[src/rtl/fb_text_writer.sv]
// fb_text_writer: packs a character stream into glyph-pair words of the
// text-mode frame buffer and writes them in this block's arbiter slot.
// Ports: clk, rst (sync, active-low), acnt (arbiter count),
//   ch_data/ch_valid/ch_ready (character handshake),
//   mem_addr/mem_wdata/mem_we (frame buffer write port), busy.
// Option: define FB_ROW_AUTOCLEAR_EN to blank each new row on advance.
module fb_text_writer #(
  parameter logic [15:0] FB_BASE       = 16'hFB50,
  parameter int          WORDS_PER_ROW = 40,
  parameter int          ROWS          = 30,
  parameter logic [2:0]  SLOT          = 3'd4,
  parameter logic [7:0]  BLANK         = 8'h20
) (
  input  logic        clk,
  input  logic        rst,
  input  logic [2:0]  acnt,
  input  logic [7:0]  ch_data,
  input  logic        ch_valid,
  output logic        ch_ready,
  output logic [15:0] mem_addr,
  output logic [15:0] mem_wdata,
  output logic        mem_we,
  output logic        busy
);

  localparam logic [15:0] WPR      = 16'(WORDS_PER_ROW);
  localparam logic [6:0]  COL_LAST = 7'(2 * WORDS_PER_ROW - 1);
  localparam logic [4:0]  ROW_LAST = 5'(ROWS - 1);
  localparam logic [10:0] CLR_LAST = 11'(WORDS_PER_ROW * ROWS - 1);
  localparam logic [10:0] RCL_LAST = 11'(WORDS_PER_ROW - 1);

  typedef enum logic [1:0] {
    IDLE,
    WR,
    CLR
`ifdef FB_ROW_AUTOCLEAR_EN
    , RCLR
`endif
  } state_t;

`ifdef FB_ROW_AUTOCLEAR_EN
  localparam state_t ADV_ST = RCLR;
`else
  localparam state_t ADV_ST = IDLE;
`endif

  state_t state, state_nx;

  logic [6:0]  col;
  logic [4:0]  row;
  logic [15:0] wptr;
  logic [15:0] row_base;
  logic [7:0]  hold;
  logic        nl;
  logic [10:0] cnt;

  logic        slot;
  logic        accept;
  logic        is_nl;
  logic        is_ff;
  logic        adv;
  logic [4:0]  next_row;
  logic [15:0] next_base;

  assign slot   = (acnt == SLOT);
  assign accept = ch_valid && (state == IDLE);
  assign is_nl  = (ch_data == 8'h0A);
  assign is_ff  = (ch_data == 8'h0C);

  // Row starts are tracked incrementally; wrap goes back to the base.
  assign next_row  = (row == ROW_LAST) ? 5'd0 : row + 5'd1;
  assign next_base = (row == ROW_LAST) ? FB_BASE : row_base + WPR;

  assign adv = (accept && is_nl && !col[0])
             || (state == WR && slot && (col == COL_LAST || nl));

  always_ff @(posedge clk) begin
    if (!rst) state <= IDLE;
    else      state <= state_nx;
  end

  always_comb begin
    state_nx = state;
    ch_ready = 1'b0;
    busy     = 1'b1;
    mem_we   = 1'b0;
    unique case (state)
      IDLE: begin
        ch_ready = 1'b1;
        busy     = 1'b0;
        if (accept) begin
          unique case (1'b1)
            is_ff:   state_nx = CLR;
            is_nl:   state_nx = col[0] ? WR : ADV_ST;
            default: state_nx = col[0] ? WR : IDLE;
          endcase
        end
      end
      WR: begin
        mem_we = slot;
        if (slot) state_nx = adv ? ADV_ST : IDLE;
      end
      CLR: begin
        mem_we = slot;
        if (slot && cnt == CLR_LAST) state_nx = IDLE;
      end
`ifdef FB_ROW_AUTOCLEAR_EN
      RCLR: begin
        mem_we = slot;
        if (slot && cnt == RCL_LAST) state_nx = IDLE;
      end
`endif
      default: state_nx = IDLE;
    endcase
  end

  always_ff @(posedge clk) begin
    if (!rst) begin
      col       <= 7'd0;
      row       <= 5'd0;
      wptr      <= FB_BASE;
      row_base  <= FB_BASE;
      hold      <= BLANK;
      nl        <= 1'b0;
      cnt       <= 11'd0;
      mem_addr  <= FB_BASE;
      mem_wdata <= 16'h0000;
    end else begin
      unique case (state)
        IDLE: begin
          if (accept) begin
            unique case (1'b1)
              is_ff: begin
                hold      <= BLANK;
                nl        <= 1'b0;
                cnt       <= 11'd0;
                mem_addr  <= FB_BASE;
                mem_wdata <= {BLANK, BLANK};
              end
              is_nl: begin
                if (col[0]) begin
                  mem_wdata <= {hold, BLANK};
                  mem_addr  <= wptr;
                  nl        <= 1'b1;
                end
              end
              default: begin
                if (col[0]) begin
                  mem_wdata <= {hold, ch_data};
                  mem_addr  <= wptr;
                  nl        <= 1'b0;
                end else begin
                  hold <= ch_data;
                  col  <= col + 7'd1;
                end
              end
            endcase
          end
        end
        WR: begin
          if (slot) begin
            nl <= 1'b0;
            if (!adv) begin
              col  <= col + 7'd1;
              wptr <= wptr + 16'd1;
            end
          end
        end
        CLR: begin
          // Count words rather than compare addresses: the last word
          // sits at 0xFFFF and the address would wrap.
          if (slot) begin
            if (cnt == CLR_LAST) begin
              col      <= 7'd0;
              row      <= 5'd0;
              wptr     <= FB_BASE;
              row_base <= FB_BASE;
            end else begin
              cnt      <= cnt + 11'd1;
              mem_addr <= mem_addr + 16'd1;
            end
          end
        end
`ifdef FB_ROW_AUTOCLEAR_EN
        RCLR: begin
          if (slot && cnt != RCL_LAST) begin
            cnt      <= cnt + 11'd1;
            mem_addr <= mem_addr + 16'd1;
          end
        end
`endif
        default: ;
      endcase

      if (adv) begin
        col      <= 7'd0;
        row      <= next_row;
        wptr     <= next_base;
        row_base <= next_base;
`ifdef FB_ROW_AUTOCLEAR_EN
        cnt       <= 11'd0;
        mem_addr  <= next_base;
        mem_wdata <= {BLANK, BLANK};
`endif
      end
    end
  end

endmodule
[config.mk]
export PLATFORM = sky130hd
export DESIGN_NAME = fb_text_writer
export DESIGN_NICKNAME = d
export VERILOG_FILES = /design/src/rtl/fb_text_writer.sv
export SDC_FILE = /design/constraint.sdc
export NUM_CORES = 1
export LEC_CHECK = 0
export ABC_AREA = 1
export ABC_CLOCK_PERIOD_IN_PS = 1900
export CORE_UTILIZATION = 53
export CTS_CLUSTER_DIAMETER = 80
export DETAILED_ROUTE_END_ITERATION = 16
export GPL_ROUTABILITY_DRIVEN = 1
export PLACE_DENSITY = 0.77
export SYNTH_ARGS = -nofsm -noshare
export SYNTH_HDL_FRONTEND = slang
export SYNTH_SLANG_ARGS = --single-unit
[constraint.sdc]
create_clock -name clk -period 1.9 [get_ports clk]
set_clock_uncertainty 0.05 [all_clocks]
set_input_delay 0.38 -clock clk [delete_from_list [all_inputs] [get_ports clk]]
set_output_delay 0.38 -clock clk [all_outputs]
set_load 0.1 [all_outputs]
# After elaboration in Yosys (flattened, before gate mapping)
# Index checks and enable logic that the tools add are counted.
[totals]
word_cells = 125
input_bits = 14
out_inout_bits = 35
ff_bits = 98
[op_classes]
eq_ne = 24
n_mux = 51
add_sub_neg = 6
reduce_logical = 31
bitwise_logic = 2
[op_table]
columns = ["operator", "n"]
rows = [
  ["$mux 16", 14],
  ["$pmux 16 s2", 3],
  ["$mux 11", 4],
  ["$mux 7", 6],
  ["$add 16x1->16 const B", 2],
  ["$mux 5", 5],
  ["$pmux 11 s2", 1],
  ["$pmux 7 s3", 1],
  ["$ne 2x2->1 const B", 10],
  ["$add 16x6->16 const B", 1],
  ["$eq 8x4->1 const B", 2],
  ["$pmux 8 s2", 1],
  ["$ne 3x3->1 const B", 5],
  ["$reduce_and 5->1", 3],
  ["$reduce_and 4->1", 3],
  ["$reduce_bool 2->1", 6],
  ["$add 11x1->11 const B", 1],
  ["$eq 11x11->1 const B", 1],
  ["$mux 1", 8],
  ["$mux 2", 4],
  ["$mux 8", 1],
  ["$add 7x1->7 const B", 1],
  ["$eq 7x7->1 const B", 1],
  ["$reduce_and 7->1", 1],
  ["other kinds (17)", 29],
]

# Longest topological paths before layout
[logic_depth]
depth_word = 7
ltp_mapped = 13
ltp_nobuf = 11

# Worst setup path before layout
# No wires, ideal clock.
[synth_timing]
path_kind = "register to register"
startpoint = "reg state[0]"
endpoint = "reg mem_addr[14]"
path_slack_ps = -1004
arrival_time_ps = 2738
setup_time_ps = 117
synth_period_minus_slack_ps = 2904
path_stages_with_launch = 10
path_buffers = 2
cell_sequence = "dfxtp_1 -> inv_1 -> ha_1 -> buf_4 -> clkinv_2 -> o21ai_2 -> nand3_2 -> buf_6 -> a21oi_1 -> nand2_1"
[synth_via]
elab_chain_cells = 4
elab_cells_between_ends = 10
classes_between = "eq/ne (5); mux (1); reduce/logical (4)"
[synth_rtl]
columns = ["element", "line", "source"]
rows = [
  ["from (decl)", "47", "state_t state, state_nx;"],
  ["from (signal assigned)", "79", "else state <= state_nx;"],
  ["$logic_not 2->1", "66, 129", ""],
  ["$logic_and 1x1->1", "66", "assign accept = ch_valid && (state == IDLE);"],
  ["$ne 2x2->1 (no source line)", "--", ""],
  ["$reduce_and 5->1 (no source line)", "--", ""],
  ["to (signal assigned)", "143", "mem_addr <= wptr;"],
  ["to (signal assigned)", "150", "mem_addr <= wptr;"],
  ["to (signal assigned)", "180", "mem_addr <= mem_addr + 16'd1;"],
  ["to (decl)", "20", "output logic [15:0] mem_addr,"],
]
# Parallel ways exist; a longest one is shown, timed or not.
# A chain may end at the register's enable or synchronous reset.

# Worst setup path after layout
[layout_timing]
startpoint = "in acnt[1]"
endpoint = "out mem_we"
[layout_via]
elab_chain_cells = 2
[layout_rtl]
columns = ["element", "line", "source"]
rows = [
  ["from (decl)", "16", "input logic [2:0] acnt,"],
  ["$eq 3x3->1", "65", "assign slot = (acnt == SLOT);"],
  ["$mux 1", "87", "unique case (state)"],
  ["to (decl)", "22", "output logic mem_we,"],
]
# Every way passes these cells.

==> metrics.yaml <==
start_util_pct: 54.93
synth_mux_area_share_pct: 0
wl_mm: 15.62
worst_slew_pin_slew_ps: 330.8
synthTopCellsByArea: "dfxtp_1, nand2_1, nand3_1"
synth-simple-area-share_pct: 40.81
tns_ps: 0
first_pass_iters: 5
async_flop_share_pct: 0
wire_per_inst_um: 13.11
synth_top_cell_area_share_pct: 32.52
drc: 0
vias_per_cell: 5.456
yosys.area_share.adder_pct: 2.281
finalWeightedCongestion: 0.9237
finalHoldViolCount: 0
die_w_um: 108.7
setup_violations: 0
critPathLaunchType: "input port"
fin_util_pct: 73.06
core.rowCount: 38
p_leak_nw: 3.623
vias: 6498
ys.flop_type: "dfxtp_1"
crit_type: "in -> out"
grt_pass1_vias: 5624
ios: 49
period_share_pct: 96.16
fmax_ghz: 0.5473
layout_commonest_cell: "nand2_1"
synth_top_area_cell: "dfxtp_1"
grt_max_degree: 30
ant_nets: 0
min_period_ps: 1827
syn_area_per_cell_um2: 6.378
drv_cap: 0
syn_nets: 971
cts_max_level: 3
synth.distinct_cells: 47
clock_path_buffers: 2
synth-xor-area-share_pct: 2.032
diodes: 0
syn_inst: 946
antenna_found_initial: 0
clk_latency_ps: 350
drt_iter0_drc: 511
worst_ep_arrival_time_ps: 1400
synth_compound_area_share_pct: 13.04
cts.sinks: 98
min-delay-path-class: "reg -> reg"
ctsHoldBuffers: 0
grt_pass1_wl_mm: 25.47
drive_gt1_share_pct: 18.84
core_area_mm2: 0.01098
end_kind: "primary output"
synth_area_mm2: 0.006033
synth_top_family_by_area: "simple AND/OR/NAND/NOR gates"
fp.dieH_um: 108.7
p_per_area_mw_per_mm2: 1195
fillers: 869
r2r_slack_ps: 120
syn2layout_area_growth_pct: 32.99
drv_slew: 0
overflow: 0
required_ps: 1470
synth-edff-count: 0
tritoncts: "yes"
yosysSeqAreaShare_pct: 32.52
synth_warnings: 0
max-vdd-ir-drop_mv: 0.8850
numCtsBuffers: 9
clk_pin_slew_ps: 70
portBuffers: 48
die_area_mm2: 0.01181
slew_headroom_pct: 77.86
ys_ff_latch: 98
status: "finished clean"
nets: 1072
final_area_mm2: 0.008024
dpl.hpwl_mm: 11.06
cp_max_fo: 3
cts_root_buf: "clkbuf_16"
final_cell_mix: "nand2_1, nand3_1, nor2_1"
grtUsageTotal_pct: 26.85
place_area_mm2: 0.007546
-- registers in the layout, indices dropped and copies added (netlist names) --
signal and flops:
cnt 11, col 7, hold 8, mem_addr 16, mem_wdata 16, nl 1
row 5, row_base 16, state 2, wptr 16
-- routing by layer --
layer | vias to the layer above | part of all wire (%) | GRT usage, %
li1 | 3301 | - | -
met1 | 2946 | 46 | 35.51
met2 | 232 | 47 | 44.03
met3 | 19 | 6.4 | 4.304
met4 | 0 | 1.5 | 9.846
met5 | - | 0 | 0
-- per-stage QoR --
step,hold slack (ps),worst slack (ps),cells,power [mW]
final,399.5,72.99,1191,9.591
after global routing,410.7,-26.44,1191,10.12
after CTS,399.5,27.59,1186,9.458
after detailed placement,388.8,-273.2,1170,7.275
after global placement,379.9,-218.5,1170,7.242
after floorplan,373.8,-22.52,946,5.730
-- Yosys cell counts, types with 2 or more instances --
library cell and n:
nand3_1 104, inv_2 4, clkbuf_1 17, o211ai_1 4
nor2_2 2, o31ai_1 2, buf_4 3, buf_6 5
nand3_4 2, o22ai_1 3, xor2_1 8, nor2_4 3
nand2_4 3, and2_1 3, nand2_2 4, a211oi_1 6
a22oi_1 7, nor2_1 104, o21bai_1 2, or2_2 3
buf_2 9, nand3_2 4, ha_1 11, nand2_1 272
a21oi_1 56, o21ai_0 50, xnor2_1 6, inv_1 86
nor3_1 21, dfxtp_1 98, nand4_1 24, nand3b_1 5
-- timing repair --
action | 4_1_cts | 5_1_grt
endpoints found under the hold margin | 0 | 0
gates resized for setup | 1 | 26
endpoints found under the setup margin | 1 | 52
cloned | 0 | 1
setup buffers | 2 | 4
pin swaps | 3 | 12
-- critical path: stages --
cell             delay, ps
clkdlybuf4s50_1        400
nor2_1                 130
nand2_2                 90
buf_6                  130
nor2_4                  90
buf_12                 180
-- power breakdown --
group          switching [mW]  total (mW)  internal (mW)
registers               0.298        2.62           2.32
clock network           0.809        2.16           1.35
logic                    3.04        4.81           1.77
-- path summary, 6_finish.rpt --
check,start,endpoint,depth (start not counted)
worst min-delay path,row_base[1]$_SDFFE_PN0P_,row_base[1]$_SDFFE_PN0P_,2
worst min register to register,row_base[1]$_SDFFE_PN0P_,row_base[1]$_SDFFE_PN0P_,2
worst max register to register,state[0]$_SDFFE_PN0P_,mem_addr[2]$_SDFFE_PN0P_,7
worst max-delay path,acnt[1],mem_we,6
-- area by class of cell --
class | instances | area [um2] | share of cell area [%]
clock inverters | 4 | 98.84 | 1.232
repair buffers | 126 | 1518 | 18.91
flip-flops and latches | 98 | 1981 | 24.68
inverters | 91 | 374.1 | 4.662
multi-input cells | 721 | 3625 | 45.17
well taps | 140 | 175.2 | 2.183
clock buffers | 11 | 252.7 | 3.150
-- cells by family after synthesis --
kind of cell,after synthesis
buffers and inverters,128
adders and majority gates,11
AOI/OAI and AO/OA,138
DFF,98
and+or+nand+nor,557
xor gates and xnor gates,14
No activity file was read; power rests on OpenSTA's default activity.
==> edit 1 (same settings) <==
Reset style: asynchronous (`rst`), changed in 2 clocked blocks.
--- a/src/rtl/fb_text_writer.sv
+++ b/src/rtl/fb_text_writer.sv
@@ -74,7 +74,7 @@
   assign adv = (accept && is_nl && !col[0])
              || (state == WR && slot && (col == COL_LAST || nl));
 
-  always_ff @(posedge clk) begin
+  always_ff @(posedge clk or negedge rst) begin
     if (!rst) state <= IDLE;
     else      state <= state_nx;
   end
@@ -114,7 +114,7 @@
     endcase
   end
 
-  always_ff @(posedge clk) begin
+  always_ff @(posedge clk or negedge rst) begin
     if (!rst) begin
       col       <= 7'd0;
       row       <= 5'd0;
Formal check against the unedited RTL: differs if rst is asserted again (counterexample within 4 cycles, from zero or initial values and one cycle with rst low); with rst held inactive, the same outputs for 4 cycles.
==> edit 1 against the original RTL <==
  * The run now ends with setup timing left
  * Clock power shrank 40%
  * Wire length grew 5.6%
  * Final area rose by 0.22%
  * Final cell count fell by 12%
  * Sequential cell count unchanged
  * Synthesized area fell by 2.5%
  * Setup slack worse by 76 ps
  * Power rose by 22%
  * Sequential power rose by 37%
  * Highest routed layer unchanged
==> edit 1: results <==
{
  "wl_per_cell_um": 15.6,
  "htreeDepth": 3,
  "fill_cells": 750,
  "drive_gt1_share_pct": 29.5,
  "pg_seq_uw": 3580,
  "tightest_slew_ps": 496,
  "synth_area_leaders": "dfrtp_1 30%, nand2_1 13%, dfstp_2 13%",
  "stdcell_count": 1054,
  "finalSetupViolations": 1,
  "reg2regPathDepth": 8,
  "grt_pass1_wl_mm": 26.5,
  "clk_latency_ps": 380,
  "cp_top_family": "flip-flops",
  "violations": "setup timing",
  "synth_area_leader_cell": "dfrtp_1",
  "yosysSeqAreaShare_pct": 42.3,
  "worst_r2r_endpoint": "col[1]",
  "synth_warnings": 0,
  "ctsRootBufferMaster": "clkbuf_8",
  "syn_nets": 804,
  "p_int_uw": 5830,
  "crit_path_max_incr_delay_ps": 380,
  "wl_met3_um": 826,
  "avgSynthCellArea_um2": 7.55,
  "clkTransAtPathRegs_ps": 100,
  "critical-path-slowest-cell": "dfrtp_1",
  "reg2reg_slack_ps": 10,
  "wl_met2_mm": 8.45,
  "synthAdderAreaFrac_pct": 2.34,
  "wl_met1_mm": 6.74,
  "dp_hpwl_mm": 11.8,
  "vias": 5967,
  "drtIter0Drc": 499,
  "io_buffers": 48,
  "r2r_start": "col[0]",
  "place.gp.congestion": 0.918,
  "status": "complete, but fails checks",
  "worst_slack_ps": -3.14,
  "synth_compound_area_share_pct": 12.1,
  "first_pass_iters": 5,
  "dp_cells": 1024,
  "critPathLaunch": "state[1]",
  "async_reset_ff_share_pct": 100,
  "irDropWorstVdd_mv": 1.37,
  "synth_mux_area_share_pct": 0.170,
  "placed_area_um2": 7510,
  "numCtsBuffers": 9,
  "synth_xor_area_share_pct": 4.32,
  "arrival_ps": 1470,
  "synth_cell_types": 48,
  "min_path_type": "input port to register",
  "p_leak_uw": 0.00366,
  "p_clk_share_pct": 11.0,
  "grt_util_all_layers_pct": 29.3,
  "nets": 934,
  "synthTopCellsByCount": "205 x nand2_1, 79 x nor2_1, 70 x dfrtp_1, 69 x inv_1",
  "grt_max_degree": 37,
  "first_global_vias": 5658
}
[edit 1: routing by layer]
layer / global-route usage (%) / vias to the layer above
met2: 50.9 / 224
li1: - / 2814
met3: 4.48 / 50
met4: 10.2 / 0
met5: 0 / -
met1: 37.0 / 2879
[edit 1: how the worst min path moves through the flow]
stage / startpoint / endpoint / slack [ps] / depth (start not counted)
finish: ch_data[1] / hold[1] / 370 / 4
global route: ch_data[1] / hold[1] / 390 / 4
CTS: rst / cnt[4] / 370 / 2
detailed placement: rst / col[5] / 250 / 1
global placement: rst / col[5] / 250 / 1
floorplan: rst / cnt[0] / 30 / 0
[edit 1: stage by stage]
stage	total power [uW]	TNS [ps]	worst slack [ps]	utilization (%)	hold slack (ps)
after global placement	9880	-14490	-247	69.2	248
after CTS	11400	-13.9	-13.9	71.3	374
after global routing	12300	-607	-85.6	74.2	387
after detailed placement	10100	-19700	-335	69.2	255
after floorplan	7650	-287	-30.0	-	34.4
final	11700	-3.14	-3.14	74.2	371
[edit 1: cell families (layout without fill, tap and decap cells)]
kind of cell             after synthesis  count (layout)
buffers and inverters                100             235
adder cells (fa/ha/maj)               11              11
XOR/XNOR                              29              29
AO/OA/AOI/OAI                        130             130
AND/OR/NAND/NOR                      410             410
flip-flops                            98              98
multiplexers                           1               1
[edit 1: cell type report]
type | count | area share (%)
Sequential cell | 98 | 31.2
Multi-Input combinational cell | 581 | 40.0
Timing Repair Buffer | 140 | 20.2
Clock buffer | 10 | 1.59
Clock inverter | 6 | 0.622
Inverter | 79 | 4.25
Tap cell | 140 | 2.18
[edit 1: timing repair]
action	CTS	global route
setup endpoints to repair	6	68
gates cloned	0	0
resized for setup	4	59
hold buffers	1	0
setup buffers	3	10
hold endpoints to repair	20	0
pin swaps	2	24
==> edit 2 (same settings) <==
Without the edit above. Build with the macro `FB_ROW_AUTOCLEAR_EN` defined.
--- a/src/rtl/fb_text_writer.sv
+++ b/src/rtl/fb_text_writer.sv
@@ -4,6 +4,8 @@
 //   ch_data/ch_valid/ch_ready (character handshake),
 //   mem_addr/mem_wdata/mem_we (frame buffer write port), busy.
 // Option: define FB_ROW_AUTOCLEAR_EN to blank each new row on advance.
+`define FB_ROW_AUTOCLEAR_EN
+
 module fb_text_writer #(
   parameter logic [15:0] FB_BASE       = 16'hFB50,
   parameter int          WORDS_PER_ROW = 40,
Function: changed (a bounded check fails within 4 cycles, from zero or initial values and one cycle with rst low).
==> edit 2 against the original RTL <==
  * The run now ends with setup timing left
  * Register-to-register slack got worse by 150 ps
  * Wire length rose by 27%
  * Power rose by 8.6%
  * Highest routed layer unchanged
  * Global-route usage rose by 4.9 points
  * Critical path type is now register to register
  * Synthesized area rose by 0.68%
  * Setup slack got worse by 100 ps
  * Sequential cell count did not move
  * Final area rose by 6.9%
==> edit 2: results <==
{
  "finalSetupViolations": 2,
  "clkTransAtPathRegs_ps": 70,
  "dp_hpwl_mm": 13.0,
  "antenna_found_initial": 0,
  "synth_cell_types": 42,
  "placed_area_um2": 7830,
  "crit_fanout": 16,
  "postCtsHoldBufs": 0,
  "place.gp.congestion": 0.952,
  "viasPerCell": 5.67,
  "tightest_slew_ps": 424,
  "min_path_type": "input port to register",
  "drive_gt1_share_pct": 25.2,
  "wl_per_cell_um": 15.9,
  "worstSetupPathType": "register to register",
  "use_met2_pct": 52.2,
  "switching_share_pct": 45.5,
  "fill_cells": 736,
  "synthTopCellsByCount": "263 x nand2_1, 125 x nor2_1, 98 x dfxtp_1, 93 x nand3_1, 85 x inv_1",
  "netlist_instances": 961,
  "met3_usage_pct": 4.42,
  "grt_util_all_layers_pct": 31.7,
  "yosysSeqAreaShare_pct": 32.3,
  "grt_max_degree": 36,
  "first_pass_iters": 8,
  "grtUsageMet1_pct": 41.9,
  "p_leak_uw": 0.00386,
  "status": "complete, but fails checks",
  "syn_nets": 988,
  "worst_slack_ps": -31.6,
  "first_global_vias": 6280,
  "n_antenna_cell": 0,
  "reg2regPathDepth": 12,
  "violations": "setup timing",
  "ctsRootBufferMaster": "clkbuf_16",
  "worst_r2r_endpoint": "wptr[9]",
  "drtIter0Drc": 818,
  "synth_warnings": 0,
  "clk_latency_ps": 350,
  "irDropWorstVdd_mv": 1.30,
  "wl_met2_mm": 9.40,
  "critical-path-slowest-cell": "dfxtp_4",
  "wl_met1_mm": 8.10,
  "nets": 1131,
  "timing.setup.tns_ps": -44.5,
  "crit_path_max_incr_delay_ps": 400,
  "highest_layer": "met4",
  "final_util_pct": 78.1,
  "wl_met3_mm": 1.66,
  "synth_area_leaders": "dfxtp_1 32%, nand2_1 16%, nor2_1 7.7%",
  "grt_pass1_wl_mm": 29.6,
  "p_clk_share_pct": 19.0,
  "stdcell_count": 1249,
  "pre_cts_slack_ps": -476,
  "pg_seq_uw": 2820,
  "r2r_start": "state[1]",
  "total_power_uw": 10400,
  "arrival_ps": 2120
}
==> edit 2: logic make-up (layout without fill, tap and decap cells) <==
| family | count (synthesis) | in the layout | share of synthesized area, % |
|---|---|---|---|
| simple gates | 547 | 547 | 39.1 |
| xor+xnor | 23 | 23 | 3.32 |
| flops | 98 | 98 | 32.3 |
| fa+ha+maj | 13 | 13 | 2.68 |
| compound gates | 154 | 154 | 13.8 |
| buf+inv | 126 | 274 | 8.80 |
==> edit 2: critical path: cells and delay by family (launching register included) <==
| family | cells | cell delay, ps |
|---|---|---|
| AO/OA/AOI/OAI | 2 | 310 |
| adder cells (fa/ha/maj) | 1 | 170 |
| buffers and inverters | 4 | 430 |
| flip-flops | 1 | 400 |
| AND/OR/NAND/NOR | 5 | 430 |
==> edit 2: timing repair <==
action	CTS	global route
buffers inserted	5	4
endpoints found under the setup margin	50	95
gates resized for setup	32	85
pin swaps	5	28
cloned	1	1
endpoints found under the hold margin	0	0
==> edit 2: cell type report <==
cell class,count,share of cell area [%]
Inverter,90,4.10
Clock inverter,7,1.09
Sequential cell,98,23.1
Clock buffer,9,2.63
Tap cell,140,2.04
Timing Repair Buffer,168,21.6
Multi-Input combinational cell,737,45.4
==> edit 2: worst min-delay path by stage <==
| stage | from | endpoint | slack (ps) | cells after the start |
|---|---|---|---|---|
| global placement | row_base[2] | row_base[2] | 390 | 2 |
| global route | ch_data[7] | mem_wdata[7] | 430 | 4 |
| finish | ch_data[7] | hold[7] | 400 | 4 |
| floorplan | row_base[0] | row_base[0] | 370 | 2 |
| CTS | row_base[2] | row_base[2] | 400 | 2 |
| detailed placement | row_base[2] | row_base[2] | 390 | 2 |
